==> src/rtl/multi_cycle_ctrl.sv <==
// Main control FSM of the multi-cycle MIPS core: sequences fetch/decode/execute/memory/writeback,
// drives datapath selects and enables, and guards memory handshakes with a bus timeout.
//
// state    | meaning
// ---------+------------------------------------------------------------
// FETCH    | read instruction at PC, PC+4 on ALU, wait for mem_ready
// DECODE   | branch target into ALUOut, classify instruction
// EXEC_R   | register-register ALU op or shift
// EXEC_I   | register-immediate ALU op (incl. lui)
// ALU_WB   | write ALU result to rd (R-type) or rt (I-type)
// ADDR     | effective address rs + sign-extended offset
// MEM_RD   | load data read, wait for mem_ready
// MEM_WB   | write MDR to rt
// MEM_WR   | store data write, wait for mem_ready
// BRANCH   | compare rs/rt, PC <= ALUOut when cmp is set
// JUMP     | j/jal/jr/jalr PC update and optional link
module multi_cycle_ctrl #(
  parameter int unsigned BUS_TIMEOUT = 255
) (
  input  logic       clk,
  input  logic       reset,
  input  logic [5:0] op,
  input  logic [5:0] funct,
  input  logic [4:0] rt,
  input  logic       cmp,
  input  logic       mem_ready,
  output logic       pc_write,
  output logic [1:0] pc_src,
  output logic       ir_write,
  output logic       iord,
  output logic       mem_read,
  output logic       mem_write,
  output logic       reg_write,
  output logic [1:0] reg_dst,
  output logic [1:0] mem_to_reg,
  output logic [1:0] alu_src_a,
  output logic [1:0] alu_src_b,
  output logic       ext_op,
  output logic       lu_op,
  output logic [5:0] alu_fun,
  output logic       alu_sign,
  output logic       illegal,
  output logic       bus_err,
  output logic [3:0] state
);

  typedef enum logic [3:0] {
    S_FETCH  = 4'd0,
    S_DECODE = 4'd1,
    S_EXEC_R = 4'd2,
    S_EXEC_I = 4'd3,
    S_ALU_WB = 4'd4,
    S_ADDR   = 4'd5,
    S_MEM_RD = 4'd6,
    S_MEM_WB = 4'd7,
    S_MEM_WR = 4'd8,
    S_BRANCH = 4'd9,
    S_JUMP   = 4'd10
  } state_t;

  typedef enum logic [2:0] {
    CL_ILL, CL_R, CL_SH, CL_I, CL_MEM, CL_BR, CL_JMP
  } cls_t;

  localparam logic [5:0] F_ADD = 6'b000000, F_SUB = 6'b000001, F_AND = 6'b011000,
                         F_OR  = 6'b011110, F_XOR = 6'b010110, F_NOR = 6'b010001,
                         F_PASSB = 6'b011010, F_SLL = 6'b100000, F_SRL = 6'b100001,
                         F_SRA = 6'b100011, F_EQ = 6'b110011, F_NE = 6'b110001,
                         F_LT  = 6'b110101, F_LEZ = 6'b111101, F_LTZ = 6'b111011,
                         F_GTZ = 6'b111111;

  localparam logic [15:0] LP_TIMEOUT = BUS_TIMEOUT[15:0];

  state_t      r_state;
  logic [15:0] r_wait;

  state_t      w_next;
  cls_t        w_cls;
  logic [5:0]  w_fun_r;
  logic        w_sign_r;
  logic [5:0]  w_fun_i;
  logic        w_ext_i;
  logic        w_lui;
  logic [5:0]  w_fun_b;
  logic        w_wait_st;
  logic        w_timeout;

  always_comb begin
    w_cls    = CL_ILL;
    w_fun_r  = F_ADD;
    w_sign_r = 1'b1;
    w_fun_i  = F_ADD;
    w_ext_i  = 1'b1;
    w_lui    = 1'b0;
    w_fun_b  = F_EQ;
    case (op)
      6'h00: begin
        case (funct)
          6'h00: begin w_cls = CL_SH; w_fun_r = F_SLL; end
          6'h02: begin w_cls = CL_SH; w_fun_r = F_SRL; end
          6'h03: begin w_cls = CL_SH; w_fun_r = F_SRA; end
          6'h08, 6'h09: w_cls = CL_JMP;
          6'h20: begin w_cls = CL_R; w_fun_r = F_ADD; end
          6'h21: begin w_cls = CL_R; w_fun_r = F_ADD; w_sign_r = 1'b0; end
          6'h22: begin w_cls = CL_R; w_fun_r = F_SUB; end
          6'h23: begin w_cls = CL_R; w_fun_r = F_SUB; w_sign_r = 1'b0; end
          6'h24: begin w_cls = CL_R; w_fun_r = F_AND; end
          6'h25: begin w_cls = CL_R; w_fun_r = F_OR;  end
          6'h26: begin w_cls = CL_R; w_fun_r = F_XOR; end
          6'h27: begin w_cls = CL_R; w_fun_r = F_NOR; end
          6'h2A: begin w_cls = CL_R; w_fun_r = F_LT;  end
          default: w_cls = CL_ILL;
        endcase
      end
      6'h01: begin
        if (rt == 5'd0) begin w_cls = CL_BR; w_fun_b = F_LTZ; end
      end
      6'h02, 6'h03: w_cls = CL_JMP;
      6'h04: begin w_cls = CL_BR; w_fun_b = F_EQ;  end
      6'h05: begin w_cls = CL_BR; w_fun_b = F_NE;  end
      6'h06: begin w_cls = CL_BR; w_fun_b = F_LEZ; end
      6'h07: begin w_cls = CL_BR; w_fun_b = F_GTZ; end
      6'h08, 6'h09: begin w_cls = CL_I; w_fun_i = F_ADD; end
      6'h0A: begin w_cls = CL_I; w_fun_i = F_LT; end
      6'h0C: begin w_cls = CL_I; w_fun_i = F_AND; w_ext_i = 1'b0; end
      6'h0D: begin w_cls = CL_I; w_fun_i = F_OR;  w_ext_i = 1'b0; end
      6'h0E: begin w_cls = CL_I; w_fun_i = F_XOR; w_ext_i = 1'b0; end
      6'h0F: begin w_cls = CL_I; w_fun_i = F_PASSB; w_ext_i = 1'b0; w_lui = 1'b1; end
      6'h23, 6'h2B: w_cls = CL_MEM;
      default: w_cls = CL_ILL;
    endcase
  end

  assign w_wait_st = (r_state == S_FETCH) || (r_state == S_MEM_RD) || (r_state == S_MEM_WR);
  // a ready in the timeout cycle still completes the access normally
  assign w_timeout = (LP_TIMEOUT != 16'd0) && w_wait_st && !mem_ready && (r_wait == LP_TIMEOUT);

  always_comb begin
    w_next = S_FETCH;
    case (r_state)
      S_FETCH:  w_next = mem_ready ? S_DECODE : S_FETCH;
      S_DECODE: begin
        case (w_cls)
          CL_R, CL_SH: w_next = S_EXEC_R;
          CL_I:        w_next = S_EXEC_I;
          CL_MEM:      w_next = S_ADDR;
          CL_BR:       w_next = S_BRANCH;
          CL_JMP:      w_next = S_JUMP;
          default:     w_next = S_FETCH;
        endcase
      end
      S_EXEC_R: w_next = S_ALU_WB;
      S_EXEC_I: w_next = S_ALU_WB;
      S_ADDR:   w_next = (op == 6'h2B) ? S_MEM_WR : S_MEM_RD;
      S_MEM_RD: w_next = mem_ready ? S_MEM_WB : (w_timeout ? S_FETCH : S_MEM_RD);
      S_MEM_WR: w_next = (mem_ready || w_timeout) ? S_FETCH : S_MEM_WR;
      default:  w_next = S_FETCH;
    endcase
  end

  always_ff @(posedge clk or negedge reset) begin
    if (!reset) begin
      r_state <= S_FETCH;
      r_wait  <= 16'd0;
    end else begin
      r_state <= w_next;
      if ((w_next != r_state) || w_timeout)
        r_wait <= 16'd0;
      else if (w_wait_st && !mem_ready && (r_wait != 16'hFFFF))
        r_wait <= r_wait + 16'd1;
    end
  end

  always_comb begin
    pc_write   = 1'b0;
    pc_src     = 2'd0;
    ir_write   = 1'b0;
    iord       = 1'b0;
    mem_read   = 1'b0;
    mem_write  = 1'b0;
    reg_write  = 1'b0;
    reg_dst    = 2'd0;
    mem_to_reg = 2'd0;
    alu_src_a  = 2'd0;
    alu_src_b  = 2'd0;
    ext_op     = 1'b0;
    lu_op      = 1'b0;
    alu_fun    = F_ADD;
    alu_sign   = 1'b1;
    illegal    = 1'b0;
    bus_err    = 1'b0;
    case (r_state)
      S_FETCH: begin
        mem_read  = 1'b1;
        alu_src_b = 2'd1;
        ir_write  = mem_ready;
        pc_write  = mem_ready;
      end
      S_DECODE: begin
        alu_src_b = 2'd3;
        ext_op    = 1'b1;
        illegal   = (w_cls == CL_ILL);
      end
      S_EXEC_R: begin
        alu_src_a = (w_cls == CL_SH) ? 2'd2 : 2'd1;
        alu_fun   = w_fun_r;
        alu_sign  = w_sign_r;
      end
      S_EXEC_I: begin
        alu_src_a = 2'd1;
        alu_src_b = 2'd2;
        ext_op    = w_ext_i;
        lu_op     = w_lui;
        alu_fun   = w_fun_i;
      end
      S_ALU_WB: begin
        reg_write = 1'b1;
        reg_dst   = (op == 6'h00) ? 2'd1 : 2'd0;
      end
      S_ADDR: begin
        alu_src_a = 2'd1;
        alu_src_b = 2'd2;
        ext_op    = 1'b1;
      end
      S_MEM_RD: begin
        mem_read = 1'b1;
        iord     = 1'b1;
      end
      S_MEM_WB: begin
        reg_write  = 1'b1;
        mem_to_reg = 2'd1;
      end
      S_MEM_WR: begin
        mem_write = 1'b1;
        iord      = 1'b1;
      end
      S_BRANCH: begin
        alu_src_a = 2'd1;
        alu_fun   = w_fun_b;
        pc_write  = cmp;
        pc_src    = 2'd1;
      end
      S_JUMP: begin
        pc_write = 1'b1;
        if (op == 6'h00) begin
          pc_src = 2'd3;
          if (funct == 6'h09) begin
            reg_write  = 1'b1;
            reg_dst    = 2'd1;
            mem_to_reg = 2'd2;
          end
        end else begin
          pc_src = 2'd2;
          if (op == 6'h03) begin
            reg_write  = 1'b1;
            reg_dst    = 2'd2;
            mem_to_reg = 2'd2;
          end
        end
      end
      default: ;
    endcase
    if (w_timeout) begin
      mem_read  = 1'b0;
      mem_write = 1'b0;
      ir_write  = 1'b0;
      pc_write  = 1'b0;
      bus_err   = 1'b1;
    end
    // strobes follow reset without waiting for a clock edge
    if (!reset) begin
      pc_write  = 1'b0;
      ir_write  = 1'b0;
      mem_read  = 1'b0;
      mem_write = 1'b0;
      reg_write = 1'b0;
      illegal   = 1'b0;
      bus_err   = 1'b0;
    end
  end

  assign state = r_state;

endmodule

==> config.mk <==
export PLATFORM = sky130hd
export DESIGN_NAME = multi_cycle_ctrl
export DESIGN_NICKNAME = d
export VERILOG_FILES = /design/src/rtl/multi_cycle_ctrl.sv
export SDC_FILE = /design/constraint.sdc
export NUM_CORES = 1
export LEC_CHECK = 0
export CORE_ASPECT_RATIO = 0.75
export CORE_MARGIN = 4
export CORE_UTILIZATION = 46
export DETAILED_ROUTE_END_ITERATION = 16
export PLACE_DENSITY = 0.82
export SLEW_MARGIN = 30
export SYNTH_ARGS = -nofsm -noshare
export SYNTH_HDL_FRONTEND = slang
export SYNTH_SLANG_ARGS = --single-unit
==> constraint.sdc <==
create_clock -name clk -period 2.3 [get_ports clk]
set_clock_uncertainty 0.05 [all_clocks]
set_input_delay 0.46 -clock clk [delete_from_list [all_inputs] [get_ports clk]]
set_output_delay 0.46 -clock clk [all_outputs]
set_load 0.05 [all_outputs]
==> metrics, run 1 <==
IO Port Bufs 51; Final GP Congestion 0.958; syn_nets 305; Synth area leader dfrtp_1; top cells by count, synth 31 x nand2_1, 27 x nor2_1, 20 x dfrtp_1; Post-synth EDFFs 0; CTS root buf clkbuf_8; stopping stage global routing (5_1_grt); Placed Area 3530 sq um; Synth Area per Inst 7.74 sq um; row count 21; worst endpoint type output port; Post-Syn Area 2190 sq um; total global routing overflow 244; detailed placement HPWL 6010 um; Starting Density 48.5%; clk buf depth 2; Primary FF master, synth dfrtp_1; # hold bufs at CTS 0; post-synthesis cell count 283; CTS sink count 20; pre-CTS setup slack -0.761 ns; most common cell in the netlist nand2_1; sequential share of the synthesized area 22.8%; placed cell count 435; Ys Warns 0; largest net degree at the start of global routing 21; Die X 87.7 um; Yosys cell types 64; Yosys reg bits 20; Crit. endpoint post-GRT repair alu_src_a[0]; main area contributors after synthesis dfrtp_1 23%, nand2_1 5.3%, nor2_1 4.6%, nor3_2 4.6%, nor3_1 4.3%; Vert. Die Dim 67.8 um; status stopped before the end; post-synth top area share 22.8%; GRT Util Overall 86.7%; total CTS buffers 3; H-tree depth 1; IO Count 52; tool error [ERROR GRT-0232] Routing congestion too high. Check the congestion heatmap in the GUI.; Post-synth ARST share 100%
## repair_timing
item                                    in CTS
endpoints found under the setup margin      38
buffers inserted                            40
resized for setup                          104
pin swaps                                   34
## kinds of logic after synthesis
logic type / Yosys count / share of synthesized area (%)
compound gates: 61 / 20.8
xor+xnor: 16 / 6.40
fa+ha+maj: 1 / 0.571
buf+inv: 23 / 6.91
flops: 20 / 22.8
mux: 2 / 0.914
simple gates: 160 / 41.6
## stage by stage
step | utilization, % | hold slack, ns
CTS | 89.8 | 0.525
detailed placement | 78.2 | 0.511
global placement | 78.2 | 0.508
floorplan | - | 0.114
## layer usage
layer  track usage [%]  overflow
met1              79.8         4
met2               105       127
met3              67.8         3
met4               106       110
met5              38.2         0
==> inputs of run 2 (changes only) <==
CORE_ASPECT_RATIO = default   (was 0.75)
CORE_UTILIZATION = 35   (was 46)
PLACE_DENSITY = default   (was 0.82)
PLACE_DENSITY_LB_ADDON = 0.15   (was default)
clock period = 3 ns   (was 2.3 ns; I/O delays follow)
==> metrics, run 2 <==
P_sw 787 uW; CTS root buf clkbuf_8; Worst Hold Class reg -> reg; placed cell count 441; Die X 87.1 um; max reg flops 16; Critical Path Fanout Max 2; unrepaired setup endpoints after global routing false; initial antenna violation count 0; fmax 0.345 GHz; Biggest register r_wait; required time worst endpoint 2.35 ns; Vert. Die Dim 87.1 um; Comb power frac 67.8%; top cells by count, synth 31 x nand2_1, 27 x nor2_1, 20 x dfrtp_1; H-tree depth 1; clock share of power 11.1%; final WL 6370 um; Period Utilization, post-route 96.6%; setup tns final 0 ns; Avg WL per Cell 14.3 um; Primary FF master, synth dfrtp_1; Leakage 1.36 nW; number of global-route vias before repair 2248; Worst-path clk slew 0.07 ns; max-slew violations 0; CP Capture Type primary output; First DRT Iteration DRCs 152; Starting Density 36.6%; drt first pass iters 4; first-pass GRT wire length 10700 um; clk buf depth 2; CTS tree done; total CTS buffers 3; GRT Util Overall 17.2%; startpoint types input port; # hold bufs at CTS 0; Synth Area per Inst 7.74 sq um; CP Class in -> out; Yosys cell types 64; diode count 0; total power 1.57 mW; measured slew at the worst slew-check pin 0.607 ns; commonest non-fill, non-tap cell in the layout buf_4; detailed placement HPWL 5080 um; post-synthesis cell count 283; max_cap viols 0; Post-synth ARST share 100%; IO Count 52; Via density 5.37; Final GP Congestion 0.854; total global routing overflow 0; Post-DRT Antenna Nets 0; fin crit period 2.90 ns; Switching Share 50.2%; final count of hold timing violations 0; Yosys reg bits 20; Finish-stage setup viols 0; post-synth top area share 22.8%; Non-Filler Instances 446; Post-synth EDFFs 0; Post-Syn Area 2190 sq um; main area contributors after synthesis dfrtp_1 23%, nand2_1 5.3%, nor2_1 4.6%, nor3_2 4.6%, nor3_1 4.3%; slowest CP cell or4b_4; Core ar. 5990 sq um; power per standard cell area 471 nW/um^2; slowest stage delay, CP 0.53 ns; Rel. slew slack 59.6%; proportion of layout cells with a drive suffix above 1 32.6%; post-layout util 55.6%; sequential share of the synthesized area 22.8%; most frequent cells in the layout 51 x buf_4, 31 x nand2_1, 24 x nor2_1, 19 x buf_12, 19 x dfrtp_1; hold slack 0.531 ns; peak supply drop 295 uV; Final nets 395; row count 28; CTS sink count 20; Vias 2394; syn_nets 305; status complete, no violations; part of the power in registers 21.1%; largest net degree at the start of global routing 18; die area 7590 sq um; clk_lat worst skew 0.26 ns; Synth area leader dfrtp_1; IO Port Bufs 51; Int Power 780 uW; Ys Warns 0; most common cell in the netlist nand2_1; drc violations 0; Syn-to-layout area delta 51.9%; Worst Path Arrival 2.25 ns; cells along the critical path clkbuf_2 > nor4_4 > nand2_1 > or4b_4 > o21a_1 > a22oi_1 > o21ai_1 > buf_6
run 2: cell counts after synthesis:
No cell type changed its count.
run 2: worst max-delay path, delay by kind of cell:
family                 cells  cell delay (ns)
and+or+nand+nor            3             0.94
AOI/OAI and AO/OA          3             0.42
buffers and inverters      2             0.27
run 2: repair_timing:
action | in CTS | in global routing
gates resized for setup | 20 | 9
endpoints found under the setup margin | 10 | 6
setup buffers | 2 | 0
pin swaps | 6 | 5
run 2: cell families after synthesis:
kind of cell	after synthesis	share of synthesized area [%]
adder cells (fa/ha/maj)	1	0.571
XOR/XNOR	16	6.40
multiplexers	2	0.914
buffers and inverters	23	6.91
AO/OA/AOI/OAI	61	20.8
flip-flops	20	22.8
AND/OR/NAND/NOR	160	41.6
run 2: power groups by stage:
stage | combinational (mW) | sequential, mW | clock [mW]
floorplan | 0.695 | 0.360 | 0
global placement | 1.06 | 0.336 | 0
detailed placement | 1.06 | 0.336 | 0
CTS | 1.08 | 0.330 | 0.179
global route | 1.14 | 0.337 | 0.195
finish | 1.06 | 0.331 | 0.174
run 2: area by class of cell:
| class | instances | area, sq um |
|---|---|---|
| Clock buffer | 3 | 41.3 |
| Fill cell | 562 | 2660 |
| Inverter | 10 | 37.5 |
| Multi-Input combinational cell | 240 | 1620 |
| Sequential cell | 20 | 502 |
| Tap cell | 75 | 93.8 |
| Timing Repair Buffer | 98 | 1030 |
run 2: final timing paths:
check,start,endpoint,slack (ns),cells after the start
max,op[3],alu_src_a[0],0.10,8
min,r_wait[5],r_wait[5],0.53,2
max reg2reg,state[2],r_wait[15],0.67,6
min reg2reg,r_wait[5],r_wait[5],0.53,2
max in group asynchronous,reset,r_wait[4],2.05,2
min in group asynchronous,reset,r_wait[7],0.67,2
run 2: per-stage QoR:
step,instance area [sq um],setup WS (ns)
2_1_floorplan,2250,-0.475
3_3_place_gp,3250,-0.284
3_5_place_dp,3250,-0.347
4_1_cts,3330,0.000136
5_1_grt,3330,0.0194
6_report,3330,0.103
run 2: per-layer routing:
| layer | up-vias | routed length, um | GRT usage [%] |
|---|---|---|---|
| met5 | - | 0 | 0 |
| li1 | 1197 | - | - |
| met3 | 8 | 275 | 1.80 |
| met2 | 57 | 3010 | 27.9 |
| met4 | 0 | 72 | 3.91 |
| met1 | 1132 | 3020 | 24.7 |
Power figures use the tool's default switching activity.
==> inputs of run 3 (changes only) <==
RECOVER_POWER = 100   (was default)
==> metrics, run 3 (synthesis gave the netlist of run 2 again) <==
clock share of power 11.6%; H-tree depth 1; CTS sink count 20; fin crit period 2.90 ns; total CTS buffers 3; Leakage 1.31 nW; IO Count 52; clk_lat worst skew 0.26 ns; CTS root buf clkbuf_8; die area 7590 sq um; cells along the critical path clkbuf_2 > nor4_4 > nand2_1 > or4b_4 > o21a_1 > a22oi_1 > o21ai_1 > buf_6; Core ar. 5990 sq um; Die X 87.1 um; part of the power in registers 22.1%; drc violations 0; row count 28; Switching Share 50.3%; max_cap viols 0; CP Capture Type primary output; IO Port Bufs 51; status complete, no violations; Comb power frac 66.3%; largest net degree at the start of global routing 18; Vert. Die Dim 87.1 um; detailed placement HPWL 5080 um; unrepaired setup endpoints after global routing false; P_sw 753 uW; measured slew at the worst slew-check pin 0.712 ns; startpoint types input port; slowest stage delay, CP 0.53 ns; diode count 0; storage element area 502 sq um; GRT Util Overall 17.2%; Via density 5.42; Rel. slew slack 52.5%; Avg WL per Cell 14.5 um; CTS tree done; first-pass GRT wire length 10700 um; final setup margin 0.101 ns; total global routing overflow 0; drt first pass iters 4; max-slew violations 0; initial antenna violation count 0; Starting Density 36.6%; Int Power 743 uW; Period Utilization, post-route 96.6%; slowest CP cell or4b_4; total power 1.50 mW; Critical Path Fanout Max 2; Buf/Inv on CP 2; Vias 2416; hold slack 0.519 ns; Final GP Congestion 0.854; Fillers 586; Biggest register r_wait; Multi-input gate area 1560 sq um; Worst-path clk slew 0.07 ns; most frequent cells in the layout 44 x buf_4, 31 x nand2_1, 26 x nor2_1, 26 x nor3_1, 19 x dfrtp_1; Worst Hold Class reg -> reg; First DRT Iteration DRCs 228; Finish-stage setup viols 0; kind of cell adding the most delay to the critical path simple AND/OR/NAND/NOR gates; CP Class in -> out; Syn-to-layout area delta 44.9%; pre-CTS setup slack -0.347 ns; clk buf depth 2; final count of hold timing violations 0; cell area after layout 3170 sq um; number of global-route vias before repair 2248; Worst Path Arrival 2.25 ns; max reg flops 16; Placed Area 3250 sq um; proportion of layout cells with a drive suffix above 1 27.0%; commonest non-fill, non-tap cell in the layout buf_4; required time worst endpoint 2.35 ns; Post-DRT Antenna Nets 0; Final nets 395; final WL 6460 um; peak supply drop 283 uV; power per standard cell area 471 nW/um^2; fmax 0.345 GHz
-- run 3: cell types whose count changed in the layout (fill, tap and decap cells not counted), moves of 7 or more --
cell	delta
clkdlybuf4s50_1	-8
buf_4	-7
nor3_2	-9
nor3_1	+9
dlygate4sd3_1	+8
clkbuf_1	+7
-- run 3: timing repair --
action	in CTS	in global routing
buffers inserted	2	0
pin swaps	6	5
endpoints found under the setup margin	10	6
gates resized for setup	20	9
hold buffers	0	0
-- run 3: worst paths after layout --
kind / slack (ns) / startpoint / depth (start not counted) / endpoint
worst max-delay path: 0.10 / op[3] / 8 / alu_src_a[0]
worst min-delay path: 0.52 / r_wait[5] / 2 / r_wait[5]
worst max register to register: 0.55 / state[2] / 6 / r_wait[11]
worst min register to register: 0.52 / r_wait[5] / 2 / r_wait[5]
max in group asynchronous: 1.54 / reset / 2 / r_wait[2]
min in group asynchronous: 0.86 / reset / 2 / r_wait[7]
-- run 3: stage by stage --
stage               cells  TNS [ns]  utilization [%]
global route          446         0             53.0
detailed placement    441     -2.84             54.3
floorplan             283    -0.989                -
CTS                   446         0             55.6
global placement      441     -2.05             54.3
finish                446         0             53.0
-- run 3: routing by layer --
layer	track usage [%]	up-vias	part of all wire, %
met5	0	-	0
met2	27.9	61	47
li1	-	1202	-
met3	1.80	8	4.6
met1	24.7	1145	47
met4	3.91	0	1.1
-- run 3: worst min-delay path, delay by kind of cell, from the launching register on --
kind / cells / cell delay, ns
flops: 1 / 0.37
xor+xnor: 1 / 0.13
simple gates: 1 / 0.04
-- run 3: layout make-up --
cell class | instances | share of cell area [%]
multi-input combinational | 240 | 49.0
clock buffer | 3 | 1.30
sequential | 20 | 15.8
tap | 75 | 2.96
inverter | 10 | 1.18
timing repair buffer | 98 | 29.8
-- run 3: power by group through the flow --
stage          Combinational, mW  Clock, mW  Sequential (mW)
2_1_floorplan              0.695          0            0.360
3_3_place_gp                1.06          0            0.336
4_1_cts                     1.08      0.179            0.330
3_5_place_dp                1.06          0            0.336
5_1_grt                     1.06      0.195            0.335
6_report                   0.992      0.173            0.330
==> inputs of run 4 (changes only) <==
CTS_CLUSTER_SIZE = 8   (was default)
==> results of run 4 <==
Final layout, timing and power as in run 3 (identical DEF).
==> RTL change 1: new RTL, settings of run 2 <==
Change the parameter `BUS_TIMEOUT` from 255 to 128.
--- a/src/rtl/multi_cycle_ctrl.sv
+++ b/src/rtl/multi_cycle_ctrl.sv
@@ -16,5 +16,5 @@
 // JUMP     | j/jal/jr/jalr PC update and optional link
 module multi_cycle_ctrl #(
-  parameter int unsigned BUS_TIMEOUT = 255
+  parameter int unsigned BUS_TIMEOUT = 128
 ) (
   input  logic       clk,
Check against the original RTL: same outputs for any inputs over 10 cycles, from zero or initial values and one cycle with reset low; that may be too few to reach the edited logic, so the function may still have changed.
==> RTL change 1 against run 2 <==
  * Global-route usage increased by 3.1 points
  * Total power increased by 0.34%
  * Synthesized area decreased by 1.3%
  * Routed wire length increased by 13%
  * Setup slack got worse by 0.015 ns
  * Sequential cell count unchanged
  * Final area increased by 4.9%
  * Count of clock-buffer cells in the layout unchanged
  * Critical path type unchanged
  * Highest routed layer unchanged
==> RTL change 1: results (changes against run 2) <==
Synth Instances: 292 (+3.2%)
status: complete, no violations
Worst-Skew Late Latency: 0.26 ns (about the same)
via density per instance: 5.530 (+3.0%)
hold endpoint: r_wait[9]$_DFFE_PN0P_
Worst path slowest cell: clkdlybuf4s50_1
DP Area: 3395 sq um (+4.4%)
r2r setup slk: 0.65 ns (-0.02 ns)
drt pass-1 iters: 7 (+3)
post-CTS sizing: 18 (-10%)
nets@finish: 410 (+3.8%)
Top reg by flops: r_wait
fin area: 3492 sq um (+4.9%)
Clock Path Buffers: 2 (unchanged)
WL final: 7194 um (+13%)
grt met2 use: 32.20% (+4.3 points)
sw power: 766.0 uW (-2.7%)
Worst Tran Pin Value: 0.5174 ns (-0.08933 ns)
Leak: 1.389 nW (+2.5%)
family with the most delay on the worst path: buffers and inverters
vias in the first global route: 2,474 (+10%)
initial DRC count: 130 (-14%)
Critical R2R Capture: r_wait[3]$_DFFE_PN0P_
Setup WS pre-CTS: -0.1186 ns (+0.2281 ns)
biggest cell delay along the critical path: 0.44 ns (-0.09 ns)
crit path launch: funct[1]
post-detail-place hpwl: 5885 um (+16%)
Mapped Nets: 315 (+3.3%)
Primary FF master, synth: dfrtp_1
first-pass GRT wire length: 12,440 um (+16%)
Min Hold Slack: 0.5430 ns (+0.01166 ns)
Met2 Routed Length: 3294 um (+9.6%)
largest cells by area after synthesis: dfrtp_1 (23%), nor4_1 (7.2%), nand2_1 (5.0%), nor2_1 (4.7%), xnor2_1 (4.5%)
number of distinct library cells after synthesis: 62 (-3.1%)
GR Layer Usage met1: 29.48% (+4.8 points)
grt met3 use: 2.852% (+1.1 points)
post-synthesis sequential area ratio: 23.15% (+0.30 points)
CP max FO: 7 (+5)
Avg WL per Cell: 15.64 um (+9.4%)
crit path capture: reg_write
Post-synth top cells: nand2_1 (29), nor2_1 (27), nor4_1 (25)
Final Cycle Share: 97.07% (+0.51 points)
placed cell count: 457 (+3.6%)
hold crit path type: register to register
share of layout cells above drive strength 1: 29.87% (-2.7 points)
setup bufs post-CTS: 0 (-2)
routability-driven placement congestion ratio: 0.9591 (+12%)
WL met3: 374 um (+36%)
All-Layer GR Usage: 20.31% (+3.1 points)
met1 wire length: 3460 um (+15%)
fill count: 532 (-5.3%)
==> RTL change 1: area by class of cell <==
cell class | count | share of cell area [%]
flip-flops and latches | 20 | 14.37
well taps | 75 | 2.687
multi-input cells | 244 | 47.47
repair buffers | 109 | 33.32
clock buffers | 3 | 1.182
inverters | 9 | 0.9674
==> RTL change 1: power groups by stage <==
stage / Sequential, mW / Clock, mW / Combinational (mW)
global placement: 0.328 / 0 / 1.06
finish: 0.325 / 0.175 / 1.07
CTS: 0.323 / 0.183 / 1.07
floorplan: 0.359 / 0 / 0.604
detailed placement: 0.329 / 0 / 1.07
global route: 0.331 / 0.193 / 1.14
==> RTL change 1: kinds of logic (layout without fill, tap and decap cells) <==
logic type      Yosys count  after routing  share of synthesized area, %
compound gates           65             65                         20.66
xor+xnor                 17             17                         6.886
fa+ha+maj                 2              2                         1.157
buf+inv                  28            121                         6.307
flops                    20             20                         23.15
mux                       1              1                        0.4630
simple gates            159            159                         41.38
==> RTL change 2: new RTL, config.mk and constraints of run 2 <==
Made on the original files. Put a register stage on the output `bus_err`. The value now appears one clock later. The other outputs are not delayed to match.
--- a/src/rtl/multi_cycle_ctrl.sv
+++ b/src/rtl/multi_cycle_ctrl.sv
@@ -72,4 +72,6 @@
   localparam logic [15:0] LP_TIMEOUT = BUS_TIMEOUT[15:0];
 
+  logic bus_err_d;
+
   state_t      r_state;
   logic [15:0] r_wait;
@@ -189,5 +191,5 @@
     alu_sign   = 1'b1;
     illegal    = 1'b0;
-    bus_err    = 1'b0;
+    bus_err_d  = 1'b0;
     case (r_state)
       S_FETCH: begin
@@ -266,5 +268,5 @@
       ir_write  = 1'b0;
       pc_write  = 1'b0;
-      bus_err   = 1'b1;
+      bus_err_d = 1'b1;
     end
     // strobes follow reset without waiting for a clock edge
@@ -276,5 +278,5 @@
       reg_write = 1'b0;
       illegal   = 1'b0;
-      bus_err   = 1'b0;
+      bus_err_d = 1'b0;
     end
   end
@@ -282,4 +284,8 @@
   assign state = r_state;
 
+  always_ff @(posedge clk) begin
+    bus_err <= bus_err_d;
+  end
+
 endmodule
 
Formal check against the unedited RTL: no difference found for any inputs over 10 cycles, from zero or initial values and one cycle with reset low; that may be too few to reach the edited logic, so the function may still have changed.
==> RTL change 2 against run 2 <==
  * Final area rose by 9.5%
  * Critical path depth fell by 1
  * Synthesized cell count rose by 3.9%
  * Routed wire length rose by 15%
  * Setup slack got worse by 0.072 ns
  * Synthesized area rose by 3.5%
  * Via count rose by 7.1%
  * Sequential cell count rose by 1
  * Total power rose by 13%
  * Maximum frequency fell by 2.4%
  * Register-to-register slack got worse by 0.29 ns
==> RTL change 2: results (changes against run 2) <==
status: complete, no violations
post-synthesis async set-or-reset flop share: 95.24% (-4.8 points)
r2r setup slk: 0.38 ns (-0.29 ns)
post-synthesis sequential area ratio: 22.96% (+0.11 points)
largest cells by area after synthesis: dfrtp_1 (22%), nor3_1 (5.1%), xnor2_1 (5.0%), nand2_1 (4.8%), nor3_2 (4.4%)
Slew HR: 54.69% (-4.9 points)
Leak: 1.390 nW (+2.6%)
DR vias: 2,564 (+7.1%)
DP Area: 3423 sq um (+5.3%)
via density per instance: 5.467 (+1.8%)
placed cell count: 455 (+3.2%)
share of layout cells above drive strength 1: 38.52% (+5.9 points)
fill count: 583 (+3.7%)
Mapped Nets: 316 (+3.6%)
vias in the first global route: 2,476 (+10%)
syn avg cell area: 7.711 sq um (-0.39%)
All-Layer GR Usage: 19.01% (+1.8 points)
nets@finish: 415 (+5.1%)
Post-synth top cells: nand2_1 (29), nor2_1 (23), nor3_1 (23)
number of distinct library cells after synthesis: 67 (+4.7%)
post-detail-place hpwl: 5507 um (+8.4%)
initial DRC count: 147 (-3.3%)
Setup WS pre-CTS: -0.4336 ns (-0.08694 ns)
Peak VDD IR: 427.0 uV (+45%)
CP arrival: 2.32 ns (+0.07 ns)
Worst R2R Start: state[1]$_DFF_PN0_
Min Hold Slack: 0.5591 ns (+0.02774 ns)
[RTL change 2: changes by cell type after synthesis, moves of 5 or more]
| cell | before | now |
|---|---|---|
| clkbuf_1 | 5 | 11 |
| or3_1 | 2 | 7 |
| nand3_1 | 14 | 8 |
| nor2b_1 | 6 | 12 |
| a21oi_1 | 12 | 18 |
[RTL change 2: logic make-up after synthesis]
group / Yosys count / synth area share, %
buffers and inverters: 25 / 5.298
AOI/OAI and AO/OA: 66 / 20.70
xor gates and xnor gates: 17 / 6.567
adders and majority gates: 1 / 0.5518
muxes: 2 / 0.8830
DFF: 21 / 22.96
and+or+nand+nor: 162 / 43.05
[RTL change 2: final cells by class]
cell class	count	share of cell area, %
Multi-Input combinational cell	248	49.31
Timing Repair Buffer	112	31.67
Sequential cell	21	14.41
Tap cell	77	2.642
Clock buffer	4	1.235
Inverter	7	0.7207
[RTL change 2: worst max-delay path by stage]
| stage | from | to | slack (ns) | cells past startpoint |
|---|---|---|---|---|
| after floorplan | state[3]$_DFF_PN0_ | reg_write | -0.24 | 6 |
| after global placement | op[2] | alu_src_a[0] | -0.40 | 8 |
| after detailed placement | op[2] | alu_src_a[0] | -0.43 | 8 |
| after CTS | funct[2] | alu_src_a[0] | -0.04 | 7 |
| after global routing | op[5] | alu_fun[5] | -0.02 | 7 |
| final | rt[3] | alu_fun[3] | 0.03 | 7 |
[RTL change 2: power by group through the flow]
stage / clock (mW) / combinational, mW / sequential, mW
after floorplan: 0 / 0.741 / 0.384
after global placement: 0 / 1.20 / 0.340
after detailed placement: 0 / 1.21 / 0.340
after CTS: 0.192 / 1.26 / 0.324
after global routing: 0.209 / 1.36 / 0.328
final: 0.187 / 1.26 / 0.324
[RTL change 2: metal layers]
layer | routed length (um) | GRT usage (%) | vias to the layer above
met5 | 0 | 0 | -
met4 | 53 | 2.473 | 0
met3 | 289 | 1.862 | 4
met2 | 3679 | 32.97 | 58
met1 | 3302 | 26.29 | 1215
li1 | - | - | 1287
[RTL change 2: timing repair]
item	CTS	global route
resized for setup	47	13
setup endpoints to repair	26	7
cloned	0	0
buffers inserted	9	1
pin swaps	15	10
[RTL change 2: critical path, cell delays in order]
cell	delay, ns
buf_6	0.09
or4b_4	0.53
or3_4	0.34
or3_4	0.33
a21oi_2	0.14
or3_4	0.15
buf_12	0.13
[RTL change 2: per-stage QoR]
step	utilization (%)	TNS, ns
after detailed placement	54.22	-8.241
after global routing	57.75	-0.06277
after floorplan	-	-0.3231
after global placement	54.22	-7.634
final	57.75	0
after CTS	56.80	-0.08774
